==> config.mk <==
export PLATFORM = sky130hd
export DESIGN_NAME = tail_light_controller
export DESIGN_NICKNAME = d
export VERILOG_FILES = /design/src/rtl/tail_light_pkg.sv /design/src/rtl/tick_divider.sv /design/src/rtl/tail_light_controller.sv
export SDC_FILE = /design/constraint.sdc
export NUM_CORES = 1
export LEC_CHECK = 0
export CAP_MARGIN = 25
export CORE_MARGIN = 2
export CORE_UTILIZATION = 55
export DETAILED_ROUTE_END_ITERATION = 8
export PLACE_DENSITY_LB_ADDON = 0.08
export RECOVER_POWER = 50
export REMOVE_ABC_BUFFERS = 1
export SLEW_MARGIN = 10
export SYNTH_ARGS = -nofsm -noshare
export SYNTH_HDL_FRONTEND = slang
export SYNTH_HIERARCHICAL = 1
export SYNTH_SLANG_ARGS = --single-unit
==> constraint.sdc <==
create_clock -name clk -period 2.5 [get_ports clk]
set_input_delay 0.375 -clock clk [delete_from_list [all_inputs] [get_ports clk]]
set_output_delay 0.375 -clock clk [all_outputs]
set_load 0.005 [all_outputs]
==> src/rtl/tail_light_pkg.sv <==
// Shared types and constants for the tail light controller.
//   state_t    : sequencing states of the lamp FSM
//   LAMP_*     : 3-bit lamp bar patterns, bit 0 is the innermost lamp
//   brake_lamp : pattern for a side that is not turning
package tail_light_pkg;

  typedef enum logic [3:0] {
    IDLE    = 4'd0,
    L1      = 4'd1,
    L2      = 4'd2,
    L3      = 4'd3,
    R1      = 4'd4,
    R2      = 4'd5,
    R3      = 4'd6,
    HAZ_ON  = 4'd7,
    HAZ_OFF = 4'd8
  } state_t;

  localparam logic [2:0] LAMP_OFF = 3'b000;
  localparam logic [2:0] LAMP_1   = 3'b001;
  localparam logic [2:0] LAMP_2   = 3'b011;
  localparam logic [2:0] LAMP_3   = 3'b111;

  function automatic logic [2:0] brake_lamp(input logic brake);
    return brake ? LAMP_3 : LAMP_OFF;
  endfunction

endpackage

==> src/rtl/tick_divider.sv <==
// Free-running step timer for the lamp sequencer.
//   clk   : system clock
//   reset : asynchronous active-high reset, clears the count
//   tick  : high for the single cycle in which count == TICK_DIV-1
module tick_divider
  import tail_light_pkg::*;
#(
  parameter int TICK_DIV = 4
) (
  input  logic clk,
  input  logic reset,
  output logic tick
);

  localparam int CW = (TICK_DIV > 2) ? $clog2(TICK_DIV) : 1;
  localparam logic [CW-1:0] LAST = CW'(TICK_DIV - 1);

  logic [CW-1:0] count_q;
  logic [CW-1:0] count_d;

  always_comb begin
    tick    = (count_q == LAST);
    count_d = tick ? '0 : count_q + CW'(1);
  end

  always_ff @(posedge clk or posedge reset) begin
    if (reset) count_q <= '0;
    else       count_q <= count_d;
  end

endmodule

==> src/rtl/tail_light_controller.sv <==
// Turn / hazard / brake sequencer for a pair of 3-lamp tail light bars.
//   clk    : system clock
//   reset  : asynchronous active-high reset
//   left   : left-turn request (level)
//   right  : right-turn request (level)
//   hazard : hazard request (level); left+right together also counts as hazard
//   brake  : brake pedal (level), shown on any side not turning
//   L, R   : registered lamp bars, bit 0 innermost
//   busy   : registered, high whenever the FSM is not IDLE
//
// state   | meaning
// --------+------------------------------------------
// IDLE    | no sequence, lamps follow brake
// L1..L3  | left sweep steps 001/011/111
// R1..R3  | right sweep steps 001/011/111
// HAZ_ON  | both bars fully lit, brake ignored
// HAZ_OFF | both bars dark, brake ignored
module tail_light_controller
  import tail_light_pkg::*;
#(
  parameter int TICK_DIV = 4
) (
  input  logic       clk,
  input  logic       reset,
  input  logic       left,
  input  logic       right,
  input  logic       hazard,
  input  logic       brake,
  output logic [2:0] L,
  output logic [2:0] R,
  output logic       busy
);

  logic   tick;
  logic   hz;
  state_t state_q, state_d;
  logic [2:0] l_q, l_d;
  logic [2:0] r_q, r_d;
  logic   busy_q, busy_d;

  tick_divider #(.TICK_DIV(TICK_DIV)) u_tick_divider (
    .clk   (clk),
    .reset (reset),
    .tick  (tick)
  );

  always_comb begin
    hz      = hazard | (left & right);
    state_d = state_q;
    if (tick) begin
      case (state_q)
        IDLE: begin
          if (hz)         state_d = HAZ_ON;
          else if (left)  state_d = L1;
          else if (right) state_d = R1;
        end
        L1:      state_d = hz ? HAZ_ON : L2;
        L2:      state_d = hz ? HAZ_ON : L3;
        L3:      state_d = hz ? HAZ_ON : IDLE;
        R1:      state_d = hz ? HAZ_ON : R2;
        R2:      state_d = hz ? HAZ_ON : R3;
        R3:      state_d = hz ? HAZ_ON : IDLE;
        HAZ_ON:  state_d = HAZ_OFF;
        HAZ_OFF: state_d = hz ? HAZ_ON : IDLE;
        default: state_d = IDLE;
      endcase
    end

    // Lamps follow the next state so they move on the same edge as the FSM,
    // while brake is picked up on every edge regardless of tick.
    l_d = brake_lamp(brake);
    r_d = brake_lamp(brake);
    case (state_d)
      L1:      l_d = LAMP_1;
      L2:      l_d = LAMP_2;
      L3:      l_d = LAMP_3;
      R1:      r_d = LAMP_1;
      R2:      r_d = LAMP_2;
      R3:      r_d = LAMP_3;
      HAZ_ON:  begin l_d = LAMP_3;   r_d = LAMP_3;   end
      HAZ_OFF: begin l_d = LAMP_OFF; r_d = LAMP_OFF; end
      default: ;
    endcase

    busy_d = (state_d != IDLE);
  end

  always_ff @(posedge clk or posedge reset) begin
    if (reset) begin
      state_q <= IDLE;
      l_q     <= LAMP_OFF;
      r_q     <= LAMP_OFF;
      busy_q  <= 1'b0;
    end else begin
      state_q <= state_d;
      l_q     <= l_d;
      r_q     <= r_d;
      busy_q  <= busy_d;
    end
  end

  assign L    = l_q;
  assign R    = r_q;
  assign busy = busy_q;

endmodule

==> results of run 1 <==
-- worst paths after layout --
kind / endpoint / slack, ps / cells after the start
worst max-delay path: L[1]$_DFF_PP0_ / 500 / 7
worst min-delay path: u_tick_divider/count_q[0]$_DFF_PP0_ / 410 / 2
worst max register to register: L[1]$_DFF_PP0_ / 500 / 7
worst min register to register: u_tick_divider/count_q[0]$_DFF_PP0_ / 430 / 1
max in group asynchronous: R[0]$_DFF_PP0_ / 1640 / 2
min in group clk: u_tick_divider/count_q[0]$_DFF_PP0_ / 430 / 1
-- registers in the layout, summed over array words and instances (netlist names) --
| register | cells |
|---|---|
| state_q | 4 |
| L | 3 |
| R | 3 |
| u_tick_divider/count_q | 2 |
| busy | 1 |
-- kinds of logic after synthesis --
kind of cell               Yosys count  synth area share (%)
xor gates and xnor gates             1                  1.09
DFF                                 13                  40.4
adders and majority gates            1                  1.55
buffers and inverters               10                  7.00
and+or+nand+nor                     33                  27.7
AOI/OAI and AO/OA                   22                  22.2
-- critical path, stage by stage, from the launching register on --
cell	delay [ps]
dfrtp_1	350
ha_1	390
nor2b_1	110
a41oi_2	390
inv_2	150
nand3_1	150
nor3_2	70
nor4_2	290
-- metrics by stage --
stage / worst slack (ps) / hold slack (ps)
floorplan: 796 / 116
global placement: 407 / 413
detailed placement: 365 / 420
CTS: 491 / 274
global route: 303 / 419
finish: 502 / 411
-- cell type report --
class | instances | area (um^2) | share of cell area, %
well taps | 15 | 18.8 | 2.02
multi-input cells | 57 | 423 | 45.6
inverters | 4 | 15.0 | 1.62
flip-flops and latches | 13 | 325 | 35.0
clock buffers | 4 | 26.3 | 2.83
repair buffers | 12 | 120 | 12.9
-- power breakdown --
group | leakage [uW] | switching, uW | internal, uW
sequential | 0.000148 | 106 | 294
combinational | 0.000185 | 258 | 256
clock | 0.0000150 | 67.4 | 61.8
total | 0.000348 | 431 | 612
-- metal layers --
| layer | track usage (%) | wire (um) |
|---|---|---|
| met4 | 9.38 | 15 |
| met2 | 32.0 | 811 |
| met5 | 0 | 0 |
| met1 | 25.3 | 711 |
| met3 | 2.59 | 60 |
-- Yosys cell counts, types with 3 or more instances --
library cell	number	area share [%]
nand2_1	4	1.9
nor2_1	5	2.3
a21oi_1	3	1.9
buf_2	3	1.9
inv_1	3	1.4
o21ai_0	5	3.1
nand3_1	3	1.9
dfrtp_1	13	40
or3_1	3	2.3
==> reports/metrics.yaml, run 1 <==
cts:
  htree_levels: 1
  cts_buffers: 3
  clk_pin_slew_ps: 70
  cts_tree: "yes"
  cts_root_buf: "clkbuf_4"
  hold_buffers: 0
  clk-insertion-delay-late_ps: 270
  cts.path.max_buffers: 2
  cts_setup_buffers: 0
  cts.sinks: 13
  cts_resized: 0
placed_design:
  post_dp_cell_area_um2: 902
  dp_cells: 101
  hpwl_mm: 1.16
  io_buffer_count: 12
  gp_congestion: 0.730
synth:
  synth.avg_cell_area_um2: 10.1
  ys_seq_area_share_pct: 40.4
  syn_area_um2: 805
  synth.distinct_cells: 39
  ys_ff_latch: 13
  ys_async_sr_fraction_pct: 100
  synth_ff_type: "dfrtp_1"
  yosysWarnings: 6
  synth_edf_count: 0
  syn_inst: 80
layout:
  diodes: 0
  fin_area_um2: 928
  synthToLayoutAreaGrowth_pct: 15.4
  instances_no_fill: 105
  final_cell_mix: "dfrtp_1, clkdlybuf4s50_1, o21ai_0, nor2_1, nand2_1"
  final_common_cell: "dfrtp_1"
  fin_nets: 98
  drive_gt1_share_pct: 15.6
  fillCellCount: 106
  final_core_utilization_pct: 69.6
critical_path:
  required_ps: 2670
  arrival_ps: 2170
  crit_type: "reg2reg"
  worstSetupStartpointType: "register"
  end_kind: "register"
  r2r_start: "u_tick_divider/count_q[0]$_DFF_PP0_"
  crit_path_start: "u_tick_divider/count_q[0]$_DFF_PP0_"
  cp_max_fo: 12
power_and_ir_drop:
  power_density_nw_per_um2: 1120
  p_total_uw: 1040
  ir_drop_mv: 0.643
  p_leak_uw: 0.000348
timing:
  rsz0062_at_grt: "false"
  period_minus_slack_ps: 2000
  max_slew_margin_pct: 71.1
  fin_skew_ps: 6.41
  finalHoldViolations: 0
  finalMaxSlewViolations: 0
  finalSetupViolCount: 0
  fin_setup_tns_ps: 0
  worst_pin_slew_ps: 432
  period_share_pct: 79.9
  max_freq_mhz: 501
drt:
  wl_per_cell_um: 15.2
  drt-initial-drc-count: 18
  ant_nets: 0
  dr.pass1.iters: 4
  vias_per_cell: 6.13
  drt_wl_total_mm: 1.60
  drc: 0
  num_vias: 644
global_routing:
  grt_pass1_vias: 575
  overflow: 0
  grt_pass1_wl_mm: 2.68
  antenna_found_initial: 0
  grt_max_degree: 13
  grt_use_total_pct: 19.6
floorplan:
  die_w_um: 42.2
  die_area_um2: 1780
  start_util_pct: 60.3
  core_area_um2: 1330
  pin_count: 13
  fp-row-count: 13
  die_h_um: 42.2
run_status:
  status: "finished clean"
flow_run:
  timing.max_cap.violations: 0
hold_path:
  hp-class: "in2async"
Power figures use the tool's default switching activity.
==> inputs of run 2 (changes only) <==
Settings changed: CORE_UTILIZATION 55 to 46.
Clock period 2.5 ns to 1.65 ns, I/O delays scaled along.
==> run 2 against run 1 <==
Net effect: the flow now finishes with violations (setup timing); clock power up 49%; global-route usage up 3.0 points; combinational power rose to 2.9 times the previous value; sequential share of layout area down 9.8 points; total power up 120%; worst hold slack worse by 130 ps; fmax up 13%; critical path type unchanged; critical endpoint unchanged.
==> reports/metrics.yaml, run 2 (synthesized netlist as in run 1, its figures left out) <==
floorplan:
  die_h_um: 45.8  # +8.5%
  die_w_um: 45.8  # +8.5%
  fp-row-count: 15  # +2
  pin_count: 13  # unchanged
  start_util_pct: 47.6  # -13 points
  die_area_um2: 2100  # +18%
  core_area_um2: 1690  # +27%
placed_design:
  io_buffer_count: 12  # unchanged
  dp_cells: 121  # +20%
  hpwl_mm: 1.24  # +7.5%
  post_dp_cell_area_um2: 1040  # +15%
  dp_slack_ps: -393  # -758 ps
  gp_congestion: 0.897  # +23%
timing:
  fin_skew_ps: 2.72  # -3.69 ps
  finalSetupViolCount: 6  # +6
  rsz0062_at_grt: "true"
  finalHoldViolations: 0  # unchanged
  whs_ps: 277  # -134 ps
  period_share_pct: 107  # +27 points
  worst_slack_ps: -113  # -615 ps
  finalMaxSlewViolations: 0  # unchanged
  worst_pin_slew_ps: 414  # -18.0 ps
  period_minus_slack_ps: 1760  # -235 ps
  max_slew_margin_pct: 72.3  # +1.2 points
  max_freq_mhz: 567  # +13%
cts:
  clk_pin_slew_ps: 80  # about the same
  cts_buffers: 3  # unchanged
  cts_tree: "yes"
  cts.sinks: 13  # unchanged
  cts_root_buf: "clkbuf_4"
  htree_levels: 1  # unchanged
  clk-insertion-delay-late_ps: 270  # about the same
  cts.path.max_buffers: 2  # unchanged
critical_path:
  arrival_ps: 1920  # -250 ps
  worstSetupStartpointType: "register"
  cp_top_family: "simple AND/OR/NAND/NOR gates"
  critPathCapture: "L[1]$_DFF_PP0_"
  cp_max_fo: 8  # -4
  slowest_delay_ps: 480  # +90 ps
  crit_chain: "buf_6 -> nor4b_4 -> a311oi_2 -> o221ai_4 -> nor4b_4 -> nor4_2"
  required_ps: 1800  # -870 ps
  end_kind: "register"
  cpMostUsedCell: "nor4b_4"
  r2r_start: "state_q[2]$_DFF_PP0_"
  critical_path_depth: 6  # -1
  cp.buffers_inverters: 1  # unchanged
  crit_type: "reg2reg"
  rr_worst_depth: 6  # -1
  crit_path_start: "state_q[2]$_DFF_PP0_"
  regToRegEndpoint: "L[1]$_DFF_PP0_"
  r2r_slack_ps: -110  # -620 ps
  cp_slowest_cell: "dfrtp_2"
run_status:
  violations: "setup timing"
  status: "complete, but fails checks"
drt:
  drt-initial-drc-count: 9  # -9
  drc: 0  # unchanged
  ant_nets: 0  # unchanged
  dr.pass1.iters: 4  # unchanged
  num_vias: 782  # +21%
  wl_per_cell_um: 15.8  # +4.0%
  drt_wl_total_mm: 2.18  # +37%
  vias_per_cell: 5.67  # -7.6%
layout:
  top_register: "state_q"
  instances_no_fill: 138  # +31%
  final_cell_mix: "buf_4, clkdlybuf4s50_1, dfrtp_1"
  fin_nets: 129  # +32%
  largest_reg_flops: 4  # unchanged
  diodes: 0  # unchanged
  synthToLayoutAreaGrowth_pct: 63.0
  fin_area_um2: 1310  # +41%
  drive_gt1_share_pct: 53.7  # +38 points
  final_common_cell: "buf_4"
global_routing:
  overflow: 0  # unchanged
  grt_max_degree: 12  # -1
  grt_use_total_pct: 22.6  # +3.0 points
  antenna_found_initial: 0  # unchanged
  grt_pass1_wl_mm: 3.33  # +24%
  grt_pass1_vias: 755  # +31%
power_and_ir_drop:
  p_sw_share_pct: 39.1  # -2.3 points
  p_total_uw: 2300  # +120%
  ir_drop_mv: 1.19  # +86%
  combPwrFrac_pct: 65.7  # +16 points
  power_density_nw_per_um2: 1750  # +56%
  p_leak_uw: 0.000535  # +54%
  seq_power_share_pct: 25.9  # -13 points
  clockPowerShare_pct: 8.3  # -4.1 points
  p_switching_uw: 899  # +110%
  intPower_uw: 1400  # +130%
hold_path:
  hp-class: "in2async"
flow_run:
  timing.max_cap.violations: 0  # unchanged
-- run 2: cell count changes in the layout (fill, tap and decap cells not counted), moves of 3 or more --
cell | before | now
buf_6 | 0 | 3
dfrtp_2 | 0 | 4
buf_4 | 0 | 28
dfrtp_1 | 13 | 9
-- run 2: how the worst min path moves through the flow --
stage	from	to	slack [ps]	cells past startpoint
after floorplan	reset	u_tick_divider/count_q[0]$_DFF_PP0_	-10	1
after CTS	reset	u_tick_divider/count_q[1]$_DFF_PP0_	140	2
after detailed placement	u_tick_divider/count_q[0]$_DFF_PP0_	u_tick_divider/count_q[0]$_DFF_PP0_	420	1
after global placement	u_tick_divider/count_q[0]$_DFF_PP0_	u_tick_divider/count_q[0]$_DFF_PP0_	410	1
after global routing	reset	u_tick_divider/count_q[1]$_DFF_PP0_	280	2
final	reset	u_tick_divider/count_q[1]$_DFF_PP0_	280	2
-- run 2: power by group through the flow --
| stage | Sequential (uW) | Combinational (uW) | Clock (uW) |
|---|---|---|---|
| 2_1_floorplan | 581 | 507 | 0 |
| 3_5_place_dp | 575 | 1040 | 0 |
| 5_1_grt | 611 | 1630 | 212 |
| 4_1_cts | 587 | 1370 | 199 |
| 6_report | 597 | 1510 | 192 |
| 3_3_place_gp | 574 | 1030 | 0 |
-- run 2: area by class of cell --
cell class | instances | area [um^2]
clock buffers | 3 | 22.5
clock inverters | 1 | 5.00
fillers | 114 | 378
inverters | 4 | 15.0
multi-input cells | 57 | 554
flip-flops and latches | 13 | 330
well taps | 17 | 21.3
repair buffers | 43 | 363
-- run 2: what timing repair did --
item                                    in CTS  in global routing
gates resized for setup                     30                  7
setup buffers                               10                  3
pin swaps                                   13                  7
hold buffers                                 0                  0
endpoints found under the setup margin       7                  7
-- run 2: through the flow --
step	TNS (ps)	utilization (%)
2_1_floorplan	-81.9	-
3_3_place_gp	-2210	61.6
3_5_place_dp	-2630	61.6
4_1_cts	-202	74.4
5_1_grt	-1140	77.6
6_report	-381	77.6
-- run 2: per-layer routing --
| layer | track usage, % | vias up | share of wire, % |
|---|---|---|---|
| met5 | 0 | - | 0 |
| met4 | 5.14 | 0 | 0.92 |
| met3 | 2.38 | 4 | 2.1 |
| met2 | 41.4 | 16 | 56 |
| met1 | 28.1 | 384 | 41 |
| li1 | - | 378 | - |
